File: src/rtl/hilo_muldiv_unit_pkg.sv
`default_nettype none
// ============================================================================
// Module      : muldiv_pkg
// Description : Shared encodings and constants for the HI/LO multiply/divide
//               unit. Holds the operation codes, the FSM state type, the
//               iteration count and the divide-by-zero LO value.
// Ports       : none (package)
// Revision    : 1.0 - initial release
// ============================================================================
package muldiv_pkg;

  localparam logic [1:0] OP_MULT  = 2'b00;
  localparam logic [1:0] OP_MULTU = 2'b01;
  localparam logic [1:0] OP_DIV   = 2'b10;
  localparam logic [1:0] OP_DIVU  = 2'b11;

  typedef enum logic [1:0] {
    ST_IDLE = 2'd0,
    ST_CALC = 2'd1,
    ST_SIGN = 2'd2
  } state_t;

  // Counter load value: steps are taken at counts 31..0, i.e. 32 steps.
  localparam logic [4:0]  ITER_LAST = 5'd31;
  localparam logic [31:0] DIV0_LO   = 32'hFFFF_FFFF;

  // Op[1] selects divide, Op[0] selects unsigned.
  function automatic logic op_is_div(input logic [1:0] op);
    return op[1];
  endfunction

  function automatic logic op_is_signed(input logic [1:0] op);
    return ~op[0];
  endfunction

endpackage
`default_nettype wire

File: src/rtl/hilo_muldiv_unit_if.sv
`default_nettype none
// ============================================================================
// Module      : hilo_muldiv_unit_if
// Description : Request/result bundle between the datapath control and the
//               multiply/divide unit.
// Ports       : master drives Start/Op/inA/inB/WriteHi/WriteLo/WrData and
//               observes Busy/Done/DivByZero/HiOut/LoOut; slave is the unit.
// Revision    : 1.0 - initial release
// ============================================================================
interface hilo_muldiv_unit_if #(
  parameter int DATA_W = 32
) ();
  logic              Start;
  logic [1:0]        Op;
  logic [DATA_W-1:0] inA;
  logic [DATA_W-1:0] inB;
  logic              WriteHi;
  logic              WriteLo;
  logic [DATA_W-1:0] WrData;
  logic              Busy;
  logic              Done;
  logic              DivByZero;
  logic [DATA_W-1:0] HiOut;
  logic [DATA_W-1:0] LoOut;

  modport master (
    output Start, Op, inA, inB, WriteHi, WriteLo, WrData,
    input  Busy, Done, DivByZero, HiOut, LoOut
  );

  modport slave (
    input  Start, Op, inA, inB, WriteHi, WriteLo, WrData,
    output Busy, Done, DivByZero, HiOut, LoOut
  );
endinterface
`default_nettype wire

File: src/rtl/hilo_muldiv_unit_datapath.sv
`default_nettype none
// ============================================================================
// Module      : muldiv_datapath
// Description : Magnitude registers, 64-bit accumulator and the per-cycle
//               shift-add (multiply) / restoring shift-subtract (divide) step,
//               plus the sign-corrected HI/LO result.
// Ports       : Clk, Reset       - clock, async active-high reset
//               load, step, fix  - strobes from the control FSM
//               op, a, b         - operation and raw operands (sampled on load)
//               hi_res, lo_res   - sign-corrected result for HI/LO
//               div_zero         - current operation is a divide by zero
// Revision    : 1.0 - initial release
// ============================================================================
module muldiv_datapath
  import muldiv_pkg::*;
#(
  parameter int DATA_W = 32
) (
  input  logic              Clk,
  input  logic              Reset,
  input  logic              load,
  input  logic              step,
  input  logic              fix,
  input  logic [1:0]        op,
  input  logic [DATA_W-1:0] a,
  input  logic [DATA_W-1:0] b,
  output logic [DATA_W-1:0] hi_res,
  output logic [DATA_W-1:0] lo_res,
  output logic              div_zero
);
  localparam int W = DATA_W;

  logic [W-1:0]   mag_a, mag_b;
  logic           is_div, sign_a, sign_b;
  logic [2*W-1:0] acc;

  logic           in_sign_a, in_sign_b;
  logic [W-1:0]   abs_a, abs_b;

  assign in_sign_a = op_is_signed(op) & a[W-1];
  assign in_sign_b = op_is_signed(op) & b[W-1];
  assign abs_a     = in_sign_a ? -a : a;
  assign abs_b     = in_sign_b ? -b : b;

  // Multiply: acc = {partial, multiplier}; add multiplicand into the upper
  // half when the multiplier LSB is set, then shift right with the carry.
  logic [W:0] mul_sum;
  assign mul_sum = {1'b0, acc[2*W-1:W]} + {1'b0, mag_a};

  // Divide: acc = {remainder, dividend/quotient}; shift one dividend bit into
  // the remainder and subtract if it fits. The shifted remainder needs W+1 bits.
  logic [W:0]   rem_sh;
  logic         fits;
  logic [W-1:0] rem_sub;
  assign rem_sh  = {acc[2*W-1:W], acc[W-1]};
  assign fits    = rem_sh >= {1'b0, mag_b};
  assign rem_sub = rem_sh[W-1:0] - mag_b;

  logic [2*W-1:0] acc_step;
  always_comb begin
    acc_step = acc;
    if (is_div) begin
      if (fits) acc_step = {rem_sub,          acc[W-2:0], 1'b1};
      else      acc_step = {rem_sh[W-1:0],    acc[W-2:0], 1'b0};
    end else if (acc[0]) begin
      acc_step = {mul_sum, acc[W-1:1]};
    end else begin
      acc_step = {1'b0, acc[2*W-1:1]};
    end
  end

  logic [2*W-1:0] prod_fix;
  logic [W-1:0]   quo_fix, rem_fix, div0_hi;
  assign prod_fix = (sign_a ^ sign_b) ? -acc : acc;
  assign quo_fix  = (sign_a ^ sign_b) ? -acc[W-1:0] : acc[W-1:0];
  assign rem_fix  = sign_a ? -acc[2*W-1:W] : acc[2*W-1:W];
  // Re-negating the magnitude recovers the original dividend bit pattern.
  assign div0_hi  = sign_a ? -mag_a : mag_a;
  assign div_zero = is_div & (mag_b == '0);

  always_comb begin
    hi_res = prod_fix[2*W-1:W];
    lo_res = prod_fix[W-1:0];
    if (is_div) begin
      if (div_zero) begin
        hi_res = div0_hi;
        lo_res = DIV0_LO;
      end else begin
        hi_res = rem_fix;
        lo_res = quo_fix;
      end
    end
  end

  always_ff @(posedge Clk or posedge Reset) begin
    if (Reset) begin
      mag_a  <= '0;
      mag_b  <= '0;
      is_div <= 1'b0;
      sign_a <= 1'b0;
      sign_b <= 1'b0;
      acc    <= '0;
    end else if (load) begin
      mag_a  <= abs_a;
      mag_b  <= abs_b;
      is_div <= op_is_div(op);
      sign_a <= in_sign_a;
      sign_b <= in_sign_b;
      acc    <= op_is_div(op) ? {{W{1'b0}}, abs_a} : {{W{1'b0}}, abs_b};
    end else if (step) begin
      acc <= acc_step;
    end else if (fix) begin
      acc <= {hi_res, lo_res};
    end
  end

endmodule
`default_nettype wire

File: src/rtl/hilo_muldiv_unit.sv
`default_nettype none
// ============================================================================
// Module      : hilo_muldiv_unit
// Description : Iterative 32-bit MULT/MULTU/DIV/DIVU unit with architectural
//               HI/LO registers and MTHI/MTLO writes. 33-cycle latency.
// Ports       : Clk, Reset - clock, async active-high reset
//               bus (slave) - Start/Op/inA/inB request, WriteHi/WriteLo/WrData
//                             moves, Busy/Done/DivByZero status, HiOut/LoOut
// Revision    : 1.0 - initial release
// ============================================================================
module hilo_muldiv_unit
  import muldiv_pkg::*;
#(
  parameter int DATA_W = 32
) (
  input  logic               Clk,
  input  logic               Reset,
  hilo_muldiv_unit_if.slave  bus
);
  state_t            state, state_nxt;
  logic [4:0]        count;
  logic              load, step, fix;
  logic [DATA_W-1:0] hi_res, lo_res;
  logic              div_zero;

  muldiv_datapath #(.DATA_W(DATA_W)) u_datapath (
    .Clk      (Clk),
    .Reset    (Reset),
    .load     (load),
    .step     (step),
    .fix      (fix),
    .op       (bus.Op),
    .a        (bus.inA),
    .b        (bus.inB),
    .hi_res   (hi_res),
    .lo_res   (lo_res),
    .div_zero (div_zero)
  );

  always_comb begin
    state_nxt = state;
    load      = 1'b0;
    step      = 1'b0;
    fix       = 1'b0;
    case (state)
      ST_IDLE: begin
        if (bus.Start) begin
          load      = 1'b1;
          state_nxt = ST_CALC;
        end
      end
      ST_CALC: begin
        step = 1'b1;
        if (count == '0) state_nxt = ST_SIGN;
      end
      ST_SIGN: begin
        fix       = 1'b1;
        state_nxt = ST_IDLE;
      end
      default: state_nxt = ST_IDLE;
    endcase
  end

  always_ff @(posedge Clk or posedge Reset) begin
    if (Reset) begin
      state         <= ST_IDLE;
      count         <= '0;
      bus.Busy      <= 1'b0;
      bus.Done      <= 1'b0;
      bus.DivByZero <= 1'b0;
      bus.HiOut     <= '0;
      bus.LoOut     <= '0;
    end else begin
      state         <= state_nxt;
      bus.Busy      <= (state_nxt != ST_IDLE);
      bus.Done      <= fix;
      bus.DivByZero <= fix & div_zero;

      if (load)                    count <= ITER_LAST;
      else if (step && count != 0) count <= count - 1'b1;

      // HI/LO change only on completion or on a move in a quiet IDLE cycle;
      // a Start in the same cycle takes priority and the move is dropped.
      if (fix) begin
        bus.HiOut <= hi_res;
        bus.LoOut <= lo_res;
      end else if (state == ST_IDLE && !bus.Start) begin
        if (bus.WriteHi) bus.HiOut <= bus.WrData;
        if (bus.WriteLo) bus.LoOut <= bus.WrData;
      end
    end
  end

endmodule
`default_nettype wire

File: src/flat_wrapper.sv
// flat-port wrapper written by rule: the top's interface ports become plain ports
module hilo_muldiv_unit_flat import muldiv_pkg::*;
#(
  parameter int DATA_W = 32
)
  (Clk, Reset, bus_Start, bus_Op, bus_inA, bus_inB, bus_WriteHi, bus_WriteLo, bus_WrData, bus_Busy, bus_Done, bus_DivByZero, bus_HiOut, bus_LoOut);
  hilo_muldiv_unit_if #(.DATA_W(DATA_W)) bus_i ();
  input  logic Clk;
  input  logic Reset;
  input wire logic [$bits(bus_i.Start)-1:0] bus_Start;
  input wire logic [$bits(bus_i.Op)-1:0] bus_Op;
  input wire logic [$bits(bus_i.inA)-1:0] bus_inA;
  input wire logic [$bits(bus_i.inB)-1:0] bus_inB;
  input wire logic [$bits(bus_i.WriteHi)-1:0] bus_WriteHi;
  input wire logic [$bits(bus_i.WriteLo)-1:0] bus_WriteLo;
  input wire logic [$bits(bus_i.WrData)-1:0] bus_WrData;
  output wire logic [$bits(bus_i.Busy)-1:0] bus_Busy;
  output wire logic [$bits(bus_i.Done)-1:0] bus_Done;
  output wire logic [$bits(bus_i.DivByZero)-1:0] bus_DivByZero;
  output wire logic [$bits(bus_i.HiOut)-1:0] bus_HiOut;
  output wire logic [$bits(bus_i.LoOut)-1:0] bus_LoOut;
  assign bus_i.Start = bus_Start;
  assign bus_i.Op = bus_Op;
  assign bus_i.inA = bus_inA;
  assign bus_i.inB = bus_inB;
  assign bus_i.WriteHi = bus_WriteHi;
  assign bus_i.WriteLo = bus_WriteLo;
  assign bus_i.WrData = bus_WrData;
  assign bus_Busy = bus_i.Busy;
  assign bus_Done = bus_i.Done;
  assign bus_DivByZero = bus_i.DivByZero;
  assign bus_HiOut = bus_i.HiOut;
  assign bus_LoOut = bus_i.LoOut;
  hilo_muldiv_unit #(.DATA_W(DATA_W)) u_core (.Clk(Clk), .Reset(Reset), .bus(bus_i));
endmodule
File: config.mk
export PLATFORM = sky130hd
export DESIGN_NAME = hilo_muldiv_unit_flat
export DESIGN_NICKNAME = d
export VERILOG_FILES = /design/src/rtl/hilo_muldiv_unit_pkg.sv /design/src/rtl/hilo_muldiv_unit_if.sv /design/src/rtl/hilo_muldiv_unit_datapath.sv /design/src/rtl/hilo_muldiv_unit.sv /design/src/flat_wrapper.sv
export SDC_FILE = /design/constraint.sdc
export NUM_CORES = 1
export LEC_CHECK = 0
export CAP_MARGIN = 0
export CORE_ASPECT_RATIO = 0.8
export CORE_MARGIN = 5
export CORE_UTILIZATION = 40
export DETAILED_ROUTE_END_ITERATION = 10
export SETUP_SLACK_MARGIN = 0.5
export SLEW_MARGIN = 15
export SYNTH_ARGS = -nofsm -noshare
export SYNTH_HDL_FRONTEND = slang
export SYNTH_SLANG_ARGS = --single-unit
File: constraint.sdc
create_clock -name Clk -period 9.7 [get_ports Clk]
set_input_delay 1.94 -clock Clk [delete_from_list [all_inputs] [get_ports Clk]]
set_output_delay 1.94 -clock Clk [all_outputs]
set_load 0.02 [all_outputs]
==> Yosys cells after proc, flatten, opt, wreduce, memory -nomap -nowiden <==
Cells that the tools add are included.
{ "word_totals": {"out_inout_bits": 67, "word_cells": 78, "in_bits": 103, "register_bits": 205} }
{ "classes": {"n_reduce_logical": 15, "magnitude_cmp": 1, "n_addsub": 9, "eq_ne": 2, "mux": 32, "bitwise": 6} }
{ "ops": {"columns": ["op", "count"], "rows": [
  ["two-way mux 32 bit", 16],
  ["two-way mux 64 bit", 7],
  ["negation 32 bit", 5],
  ["negation 64 bit", 1],
  ["adder 32 x 32 -> 33 bit", 1],
  [">= comparator 33 x 32 -> 1 bit", 1],
  ["logical NOT 32 bit", 1],
  ["subtractor 32 bit", 1],
  ["two-way mux 5 bit", 2],
  ["nonzero test 2 bit", 5],
  ["logical NOT 5 bit", 1],
  ["nonzero test 5 bit", 1],
  ["subtractor 5 x 1 -> 5 bit, second input constant", 1],
  ["bitwise AND 1 bit", 4],
  ["two-way mux 1 bit", 4],
  ["two-way mux 2 bit", 2],
  ["case mux 2 bit (2 select lines)", 1],
  ["AND reduction 2 bit", 2],
  ["nonzero test 3 bit", 1],
  ["equality test 2 x 1 -> 1 bit, second input constant", 1],
  ["equality test 2 bit, second input constant", 1],
  ["logical AND 1 bit", 2],
  ["logical NOT 2 bit", 1],
  ["logical NOT 1 bit", 1],
  ["other kinds (2)", 2]
]} }

==> Depth between registers and ports, before layout <==
Gate-level depths: netlist of run 1.
{ "depth": {"word_depth": 7, "depth_mapped": 14, "ltp_nobuf": 13} }

==> By module <==
Synthesis of run 1 repeated with hierarchy kept, for this count alone.
{ "hier_totals": {"hier_cells": 2379, "hier_area_um2": 18944.4} }
{ "by_module_without_submodules": {"columns": ["module", "seq_area_each_um2", "cells_per_inst", "instances", "area_each_um2"], "rows": [
  ["muldiv_datapath", 3278.1, 2128, 1, 15369.7],
  ["hilo_muldiv_unit", 1851.8, 251, 1, 3574.7]
]} }

==> Worst setup path before layout of run 1 <==
OpenSTA, ideal clock, no wires.
{ "synth_path": {"path_kind": "input port to flip-flop", "start": "in bus_inA[9]", "end": "reg u_core.u_datapath.acc[23]", "n_path_buf": 0, "cell_stages": 8, "required_time_ps": 9574, "setup_ps": 126, "setup_slack_ps": 5354, "t_arrival_ps": 4220, "cell_sequence": "or4_4 or4b_4 nor4b_4 nand2_2 o41ai_2 xor2_1 nand2_1 a221o_1"} }
{ "synth_via": {"elab_chain_cells": 4} }
{ "synth_rtl": {"columns": ["item", "line_no", "text"], "rows": [
  ["from (decl)", "flat_wrapper.sv:12", "input wire logic [$bits(bus_i.inA)-1:0] bus_inA;"],
  ["negation 32 bit", "hilo_muldiv_unit_datapath.sv:42", "assign abs_a = in_sign_a ? -a : a;"],
  ["two-way mux 32 bit", "hilo_muldiv_unit_datapath.sv:42", null],
  ["two-way mux 32 bit", "hilo_muldiv_unit_datapath.sv:109", "acc <= op_is_div(op) ? {{W{1'b0}}, abs_a} : {{W{1'b0}}, abs_b};"],
  ["two-way mux 64 bit", "hilo_muldiv_unit_datapath.sv:103", "end else if (load) begin"],
  ["to (signal assigned)", "hilo_muldiv_unit_datapath.sv:109", null],
  ["to (signal assigned)", "hilo_muldiv_unit_datapath.sv:111", "acc <= acc_step;"],
  ["to (signal assigned)", "hilo_muldiv_unit_datapath.sv:113", "acc <= {hi_res, lo_res};"],
  ["to (decl)", "hilo_muldiv_unit_datapath.sv:35", "logic [2*W-1:0] acc;"]
]} }
No other way between the ends.
A chain may end at the register's enable or synchronous reset.

==> Final worst setup path of run 1 <==
{ "layout_path": {"start": "reg u_core.u_datapath.acc[0]", "end": "reg u_core.u_datapath.acc[38]"} }
{ "layout_via": {"elab_chain_cells": 6, "word_cells_on_any_way": 8, "classes_between": "add/sub: 1; mux: 7"} }
{ "layout_rtl": {"columns": ["item", "line_no", "text"], "rows": [
  ["negation 64 bit", "hilo_muldiv_unit_datapath.sv:74", "assign prod_fix = (sign_a ^ sign_b) ? -acc : acc;"],
  ["two-way mux 64 bit", "hilo_muldiv_unit_datapath.sv:74", null],
  ["two-way mux 32 bit", "hilo_muldiv_unit_datapath.sv:84", "if (is_div) begin"],
  ["two-way mux 64 bit", "hilo_muldiv_unit_datapath.sv:112", "end else if (fix) begin"],
  ["two-way mux 64 bit (*)", "hilo_muldiv_unit_datapath.sv:110", "end else if (step) begin"],
  ["two-way mux 64 bit (*)", "hilo_muldiv_unit_datapath.sv:103", null]
]} }
Mark *: on every way between the ends. The rest lies on a longest branch, timed or not. The select of a mux whose other input is x is not followed.

==> results.yml, run 1 <==
yosys:
  yosys_warnings: 0
  synth_top_area_share: 0.272
  synth_flop_cell: "dfrtp_1"
  synth_common_cells: "339 x nand2_1, 237 x o21ai_0, 205 x dfrtp_1, 198 x a21oi_1, 163 x clkbuf_1"
  yosysSeqAreaShare: 0.272
  syn_avg_cell_area_um2: 7.71
  synth_top_area_cell: "dfrtp_1"
  postSynthCellCount: 2446
  netlist_area_mm2: 0.0188
  synth_most_common_cell: "nand2_1"
  synth_area_leaders: "dfrtp_1 27%, nand2_1 6.8%, o21ai_0 6.3%, xnor2_1 6.1%, a21oi_1 5.3%"
  async_reset_ff_frac: 1.00
  synth_cell_type_count: 84
  synth_nets: 2624
  synth-edff-count: 0
  ys_ff_latch: 205
floorplan:
  fp.dieArea_mm2: 0.0516
  rows: 71
  initial_core_util: 0.403
  dieHeight_um: 204
  die_w_um: 253
  core-area_mm2: 0.0468
  pin_count: 170
flow_run:
  maxCapViolations: 0
cells_and_area:
  n_antenna_cell: 0
  finalNetCount: 2668
  drive_above_1_share: 0.0538
  area_delta_synth_final_pct: 15.2
routing:
  vias: 19353
  drt_iter0_markers: 1895
  ant_nets: 0
  drc: 0
  wl_um: 78000
  routedWlPerCell_um: 24.9
  viasPerCell: 6.19
  dr.pass1.iters: 6
pwr:
  p_leak_nw: 8.92
  power_mw: 9.44
  ir_drop_mv: 0.214
  powerDensity_mw_per_mm2: 435
clocking:
  ctsResizeCount: 0
  cts_made_buffers: 25
  htreeDepth: 1
  cts_buffer_depth: 3
  clock_sinks: 205
  clk_pin_slew_ns: 0.06
  clk_latency_ns: 0.57
  cts_setup_buffers: 0
  cts_tree: "done"
  clockRootBuffer: "clkbuf_16"
  ctsHoldBuffers: 0
timing:
  slew_violations: 0
  hold_viol_final: 0
  min_period_ns: 4.63
  holdWs_ns: 0.484
  tightest_slew_ns: 1.06
  fin_ws_ns: 5.07
  finalCritPeriodShare: 0.478
  slew_headroom: 0.290
  fmax_ghz: 0.216
  fin_setup_tns_ns: 0
  finClkSkew_ns: 0.0242
  setup_viol: 0
  rsz0062_at_grt: "false"
worst_setup_path:
  worstPathArrival_ns: 5.13
  critical-path-max-stage-delay_ns: 0.95
  critPathRequiredTime_ns: 10.19
  r2r_start: "u_core.u_datapath.acc[0]$_DFFE_PP0P_"
  setup.worst_path.start: "u_core.u_datapath.acc[0]$_DFFE_PP0P_"
  cp_top_family: "buffers and inverters"
  critPathBufInv: 3
  cp_max_fo: 49
  cp_slowest_cell: "clkinv_1"
  end_kind: "register"
  path_cells: "buf_4 > clkinv_1 > ha_1 > nor3b_1 > buf_4 > nand4_1 > o21ai_1 > xnor2_1 > nor2_1 > a21oi_1 > a221oi_1 > a21oi_1"
  path_class: "register to register"
  critPathLaunchType: "register"
global_routing:
  antenna_found_initial: 0
  grt_usage: 0.290
  grt_overflow: 0
  grt_max_degree: 114
  grt_pass1_vias: 18161
  grt_pass1_wl_um: 115000
placed_design:
  dp_hpwl_um: 59300
  portBuffers: 169
  pre_cts_ws_ns: 4.61
  place.gp.congestion: 0.967
worst_hold_path:
  hold_class: "register to register"
  holdCritStartpoint: "u_core.u_datapath.mag_b[20]$_DFFE_PP0P_"
status:
  status: "finished clean"
## per-layer routing
| metal | vias to the layer above | share of wire | wire, um | track usage |
|---|---|---|---|---|
| li1 | 8936 | - | - | - |
| met3 | 180 | 0.10 | 7950 | 0.0762 |
| met1 | 9319 | 0.43 | 33600 | 0.406 |
| met5 | - | 0 | 0 | 0 |
| met2 | 918 | 0.42 | 32600 | 0.427 |
| met4 | 0 | 0.050 | 3880 | 0.120 |
## sequential cells by signal, indices dropped and copies added, names as in the netlist
| register | cells |
|---|---|
| u_core.state | 2 |
| u_core.bus.Done | 1 |
| u_core.u_datapath.sign_a | 1 |
| u_core.bus.Busy | 1 |
| u_core.bus.HiOut | 32 |
| u_core.u_datapath.mag_b | 32 |
| u_core.u_datapath.acc | 64 |
| u_core.u_datapath.is_div | 1 |
| u_core.count | 5 |
| u_core.bus.LoOut | 32 |
| u_core.bus.DivByZero | 1 |
| u_core.u_datapath.mag_a | 32 |
| u_core.u_datapath.sign_b | 1 |
## power by group
| group | internal, mW | switching [mW] |
|---|---|---|
| combinational | 2.45 | 3.95 |
| sequential | 1.27 | 0.842 |
| clock | 0.520 | 0.415 |
| total | 4.24 | 5.20 |
## area by class of cell
cell class / instances / area (um2)
clock buffer: 36 / 717
clock inverter: 9 / 78.8
fill: 4682 / 25100
inverter: 76 / 293
multi-input combinational: 1981 / 12800
sequential: 205 / 5130
tap: 620 / 776
timing repair buffer: 201 / 1930
## cells in the final DEF (no fill, tap or decap), types with 47 or more instances in the layout
| cell | count |
|---|---|
| nor2_1 | 152 |
| a31oi_1 | 47 |
| a21oi_1 | 198 |
| dfrtp_1 | 204 |
| inv_1 | 73 |
| xnor2_1 | 130 |
| xor2_1 | 93 |
| o21ai_0 | 237 |
| clkdlybuf4s50_1 | 169 |
| mux2i_1 | 99 |
| ha_1 | 71 |
| nand2_1 | 337 |
## cell families (layout without fill, tap and decap cells)
logic type | count (synthesis) | in the layout | share of synthesized area
XOR/XNOR | 225 | 225 | 0.105
multiplexers | 126 | 126 | 0.0693
buffers and inverters | 260 | 322 | 0.0524
AND/OR/NAND/NOR | 764 | 764 | 0.189
adder cells (fa/ha/maj) | 75 | 75 | 0.0506
flip-flops | 205 | 205 | 0.272
AO/OA/AOI/OAI | 791 | 791 | 0.262
## through the flow
step                       util  cells  area (um2)
after floorplan               -   2446       18800
after global placement    0.447   3083       20900
after detailed placement  0.447   3083       20900
after CTS                 0.464   3128       21700
after global routing      0.464   3128       21700
final                     0.464   3128       21700
## worst min-delay path, stage by stage, from the launching register on
cell	delay, ns
dfrtp_1	0.34
nand2_1	0.05
o21ai_0	0.06
## path summary, 6_finish.rpt
path | endpoint | slack [ns] | cells after the start
worst max register to register | u_core.u_datapath.acc[38]$_DFFE_PP0P_ | 5.07 | 12
worst min-delay path | u_core.u_datapath.mag_b[20]$_DFFE_PP0P_ | 0.48 | 2
worst max-delay path | u_core.u_datapath.acc[38]$_DFFE_PP0P_ | 5.07 | 12
max in group asynchronous | u_core.u_datapath.is_div$_DFFE_PP0P_ | 6.32 | 3
worst min register to register | u_core.u_datapath.mag_b[20]$_DFFE_PP0P_ | 0.48 | 2
min in group asynchronous | u_core.bus.Done$_DFF_PP0_ | 1.87 | 2
Note: power is estimated with default switching activity, not from simulation.
==> inputs of run 2 (changes only) <==
clock period = 4.43 ns   (was 9.7 ns; I/O delays follow)
==> run 2 against run 1 <==
  * First-iteration DRC count grew 15%
  * Register-to-register slack got worse by 4.5 ns
  * Wire length up 2.7%
  * Die area unchanged
  * Count of clock-buffer cells in the layout down 3
  * Largest power group unchanged
  * Setup slack lost 4.5 ns
  * Flip-flop and latch count stayed put
  * Core utilization rose by 1.1 points
  * Highest routed layer unchanged
==> results.yml, run 2 (same netlist as run 1, synthesis figures left out) <==
worst_hold_path:
  hold_class: "register to register"
  holdCritStartpoint: "u_core.u_datapath.mag_b[19]$_DFFE_PP0P_"
routing:
  drt_iter0_markers: 2182
  vias: 19715
  wl_um: 80100
  viasPerCell: 6.20
  dr.pass1.iters: 6
  drc: 0
  ant_nets: 0
  routedWlPerCell_um: 25.2
timing:
  slew_headroom: 0.389
  fin_setup_tns_ns: 0
  fmax_ghz: 0.258
  finalCritPeriodShare: 0.873
  tightest_slew_ns: 0.917
  min_period_ns: 3.87
  setup_viol: 0
  rsz0062_at_grt: "false"
  hold_viol_final: 0
  finClkSkew_ns: 0.0134
  slew_violations: 0
  fin_ws_ns: 0.561
global_routing:
  grt_util_met2: 0.448
  grt_usage: 0.300
  grt_pass1_vias: 18785
  grt_overflow: 0
  grtUsageMet3: 0.0621
  grt_max_degree: 99
  grt_pass1_wl_um: 119000
  grt_use_met1: 0.430
  top_usage_layer: "met2"
  antenna_found_initial: 1
placed_design:
  pre_cts_ws_ns: 0.473
  dp_cells: 3136
  place.gp.congestion: 1.01
  dp_hpwl_um: 62500
  portBuffers: 169
worst_setup_path:
  setup.worst_path.start: "u_core.u_datapath.acc[36]$_DFFE_PP0P_"
  cp_max_fo: 29
  worstPathArrival_ns: 4.34
  end_kind: "register"
  critPathRequiredTime_ns: 4.90
  r2r_start: "u_core.u_datapath.acc[36]$_DFFE_PP0P_"
  critPathLaunchType: "register"
  path_class: "register to register"
clocking:
  cts_tree: "done"
  clock_sinks: 205
  cts_made_buffers: 24
  clk_latency_ns: 0.57
  cts_buffer_depth: 3
  ctsHoldBuffers: 0
  cts_setup_buffers: 0
  htreeDepth: 1
  clk_pin_slew_ns: 0.06
  clockRootBuffer: "clkbuf_16"
cells_and_area:
  drive_above_1_share: 0.0727
  regMostFlops: "u_core.u_datapath.acc"
  ff_latch_area_mm2: 0.00513
  largest_reg_flops: 64
  final_util: 0.475
  finalNonFillerCells: 3179
  n_fill_cell: 4624
  finalNetCount: 2720
  layout_common_cells: "337 x nand2_1, 237 x o21ai_0, 204 x dfrtp_1, 198 x a21oi_1, 169 x clkdlybuf4s50_1"
  final_common_cell: "nand2_1"
  multi_input_area_mm2: 0.0128
  area_delta_synth_final_pct: 17.9
flow_run:
  maxCapViolations: 0
pwr:
  p_leak_nw: 9.22
  ir_drop_mv: 0.460
  powerDensity_mw_per_mm2: 953
floorplan:
  initial_core_util: 0.403
  rows: 71
  dieHeight_um: 204
  pin_count: 170
  die_w_um: 253
  core-area_mm2: 0.0468
  fp.dieArea_mm2: 0.0516
status:
  status: "finished clean"
[run 2: per-stage QoR]
| stage | area [um2] | hold WS, ns | power, mW |
|---|---|---|---|
| 6_report | 22200 | 0.481 | 21.2 |
| 5_1_grt | 22200 | 0.537 | 22.5 |
| 4_1_cts | 22200 | 0.485 | 20.8 |
| 3_5_place_dp | 21400 | 0.471 | 18.6 |
| 3_3_place_gp | 21400 | 0.466 | 18.5 |
| 2_1_floorplan | 18900 | 0.450 | 13.3 |
[run 2: report_power, final]
group,switching [mW],internal (mW)
logic,9.17,5.63
registers,1.44,2.79
clock network,0.894,1.25
[run 2: worst max-delay path: stages, from the launching register on]
cell and delay [ns]:
dfrtp_1 0.58, ha_1 0.51, nand3_1 0.14, nor3_1 0.47, and3_1 0.24, a311o_1 0.20, o21ba_2 0.25, and2_1 0.20
buf_12 0.18, o21ai_0 0.57, a21oi_1 0.18, nor3_1 0.22
[run 2: cell type report]
cell class	instances	share of cell area
Clock buffer	33	0.0304
Timing Repair Buffer	254	0.108
Inverter	76	0.0130
Multi-Input combinational cell	1981	0.575
Tap cell	620	0.0349
Antenna cell	1	0.000113
Clock inverter	9	0.00698
Sequential cell	205	0.231
[run 2: path summary, 6_finish.rpt]
path | to | slack (ns) | cells after the start
max | u_core.u_datapath.acc[34]$_DFFE_PP0P_ | 0.56 | 11
min | u_core.u_datapath.mag_b[19]$_DFFE_PP0P_ | 0.48 | 2
max reg2reg | u_core.u_datapath.acc[34]$_DFFE_PP0P_ | 0.56 | 11
min reg2reg | u_core.u_datapath.mag_b[19]$_DFFE_PP0P_ | 0.48 | 2
max in group asynchronous | u_core.bus.HiOut[29]$_DFFE_PP0P_ | 2.82 | 3
min in group asynchronous | u_core.u_datapath.mag_b[3]$_DFFE_PP0P_ | 0.81 | 2
[run 2: what timing repair did]
action | 4_1_cts | 5_1_grt
resized for setup | 0 | 1
endpoints found under the hold margin | 0 | 0
setup endpoints to repair | 0 | 2
[run 2: routing by layer]
| layer | part of all wire | up-vias |
|---|---|---|
| met5 | 0 | - |
| met4 | 0.040 | 0 |
| met3 | 0.10 | 150 |
| met2 | 0.43 | 1037 |
| met1 | 0.43 | 9465 |
| li1 | - | 9063 |
==> inputs of run 3 (changes only) <==
CORE_UTILIZATION = 60   (was 40)
PLACE_DENSITY = 0.83   (was not set)
==> run 3 against run 2 <==
  * Clock skew up 0.0094 ns
  * Via count up 3.1%
  * Sequential power is 3% lower
  * Critical path type unchanged
  * Highest routed layer unchanged
  * Die area fell by 32%
  * Wire length decreased by 7.0%
  * Total power fell by 1.4%
  * Sequential share of layout area is 0.37 points higher
==> results.yml, run 3 (same netlist as run 1, synthesis figures left out) <==
status:
  status: "finished clean"
pwr:
  ir_drop_mv: 0.611
  p_leak_nw: 9.17
  powerDensity_mw_per_mm2: 954
worst_setup_path:
  path_cells: "or4_1 > nor4_4 > nand4_1 > o31ai_1 > xor2_1 > o21ai_0 > a32oi_1 > o21ai_0"
  critPathLaunchType: "register"
  critPathBufInv: 0
  cp_top_family: "simple AND/OR/NAND/NOR gates"
  cp_slowest_cell: "or4_1"
  crit_path_frequent_cell: "o21ai_0"
  end_kind: "register"
  cp_max_fo: 11
  worstPathArrival_ns: 4.20
  critical-path-max-stage-delay_ns: 0.66
  path_class: "register to register"
  reg2reg_setup_slack_ns: 0.62
  critPathRequiredTime_ns: 4.82
timing:
  tightest_slew_ns: 1.11
  finClkSkew_ns: 0.0228
  min_period_ns: 3.81
  slew_violations: 0
  fin_ws_ns: 0.621
  holdWs_ns: 0.495
  hold_viol_final: 0
  setup_viol: 0
  fin_setup_tns_ns: 0
  slew_headroom: 0.257
  finalCritPeriodShare: 0.860
  fmax_ghz: 0.263
  rsz0062_at_grt: "false"
clocking:
  htreeDepth: 1
  cts_buffer_depth: 3
  clock_sinks: 205
  cts_made_buffers: 23
  cts_setup_buffers: 0
  clk_pin_slew_ns: 0.07
  clockRootBuffer: "clkbuf_16"
  ctsHoldBuffers: 0
  cts_tree: "done"
  clk_latency_ns: 0.55
cells_and_area:
  ff_latch_area_mm2: 0.00513
  layout_common_cells: "337 x nand2_1, 237 x o21ai_0, 204 x dfrtp_1, 198 x a21oi_1, 169 x clkdlybuf4s50_1"
  multi_input_area_mm2: 0.0128
  area_delta_synth_final_pct: 16.0
  finalNetCount: 2713
  drive_above_1_share: 0.0725
  regMostFlops: "u_core.u_datapath.acc"
  finalNonFillerCells: 2973
  largest_reg_flops: 64
  final_common_cell: "nand2_1"
  n_fill_cell: 2560
  final_util: 0.701
global_routing:
  grt_overflow: 0
  antenna_found_initial: 2
  grt_usage: 0.407
  grt_max_degree: 173
  grt_pass1_wl_um: 113000
  grt_pass1_vias: 19068
floorplan:
  core-area_mm2: 0.0312
  die_w_um: 208
  rows: 58
  dieHeight_um: 169
  fp.dieArea_mm2: 0.0351
  initial_core_util: 0.604
  pin_count: 170
routing:
  wl_um: 74500
  drc: 0
  vias: 20335
  met1_length_um: 29200
  routedWlPerCell_um: 25.1
  viasPerCell: 6.84
  dr_wl_met3_um: 9320
  ant_nets: 0
  dr.pass1.iters: 6
  maxUsedRoutingLayer: "met4"
  drt_iter0_markers: 2933
  wl_met2_um: 31400
worst_hold_path:
  hold_class: "register to register"
placed_design:
  place.gp.congestion: 1.04
  portBuffers: 169
  dp_cells: 2930
  pre_cts_ws_ns: 0.464
  dp_hpwl_um: 57000
flow_run:
  maxCapViolations: 0
==> run 3: cell count changes in the layout (fill, tap and decap cells not counted), moves of 2 or more <==
| cell | previous run | this run |
|---|---|---|
| buf_12 | 6 | 3 |
| buf_4 | 79 | 76 |
| clkbuf_1 | 5 | 1 |
| clkbuf_8 | 4 | 6 |
| inv_6 | 0 | 2 |
==> run 3: final cells by class <==
class,count,area share
Antenna cell,2,0.000229
Tap cell,420,0.0240
Multi-Input combinational cell,1981,0.585
Clock buffer,30,0.0303
Clock inverter,11,0.00669
Inverter,76,0.0132
Sequential cell,205,0.235
Timing Repair Buffer,248,0.106
==> run 3: tightest hold or removal path: cells and delay by family (launching register included) <==
family          cells  cell delay [ns]
simple gates        1             0.05
compound gates      1             0.06
flops               1             0.36
==> run 3: power breakdown <==
part           internal [mW]  switching (mW)
combinational           5.61            9.05
clock                   1.23           0.867
sequential              2.79            1.32
==> run 3: final timing paths <==
| kind | startpoint | to | depth (start not counted) |
|---|---|---|---|
| min in group asynchronous | Reset | u_core.u_datapath.mag_a[16]$_DFFE_PP0P_ | 2 |
| max in group asynchronous | Reset | u_core.bus.HiOut[28]$_DFFE_PP0P_ | 3 |
| worst min register to register | u_core.u_datapath.mag_b[8]$_DFFE_PP0P_ | u_core.u_datapath.mag_b[8]$_DFFE_PP0P_ | 2 |
| worst max-delay path | u_core.u_datapath.acc[16]$_DFFE_PP0P_ | u_core.u_datapath.acc[40]$_DFFE_PP0P_ | 8 |
| worst min-delay path | u_core.u_datapath.mag_b[8]$_DFFE_PP0P_ | u_core.u_datapath.mag_b[8]$_DFFE_PP0P_ | 2 |
| worst max register to register | u_core.u_datapath.acc[16]$_DFFE_PP0P_ | u_core.u_datapath.acc[40]$_DFFE_PP0P_ | 8 |
==> run 3: stage by stage <==
stage	total power, mW	area [um2]
2_1_floorplan	13.3	18900
3_3_place_gp	17.9	21100
3_5_place_dp	18.2	21100
4_1_cts	20.3	21900
5_1_grt	22.0	21900
6_report	20.9	21900
==> run 3: layer usage <==
| layer | vias to the layer above | global-route usage |
|---|---|---|
| met1 | 9603 | 0.556 |
| li1 | 9035 | - |
| met5 | - | 0 |
| met2 | 1420 | 0.606 |
| met4 | 0 | 0.200 |
| met3 | 277 | 0.102 |
==> run 3: repair_timing <==
action | in CTS | in global routing
resized for setup | 0 | 2
endpoints found under the hold margin | 0 | 0
endpoints found under the setup margin | 0 | 18
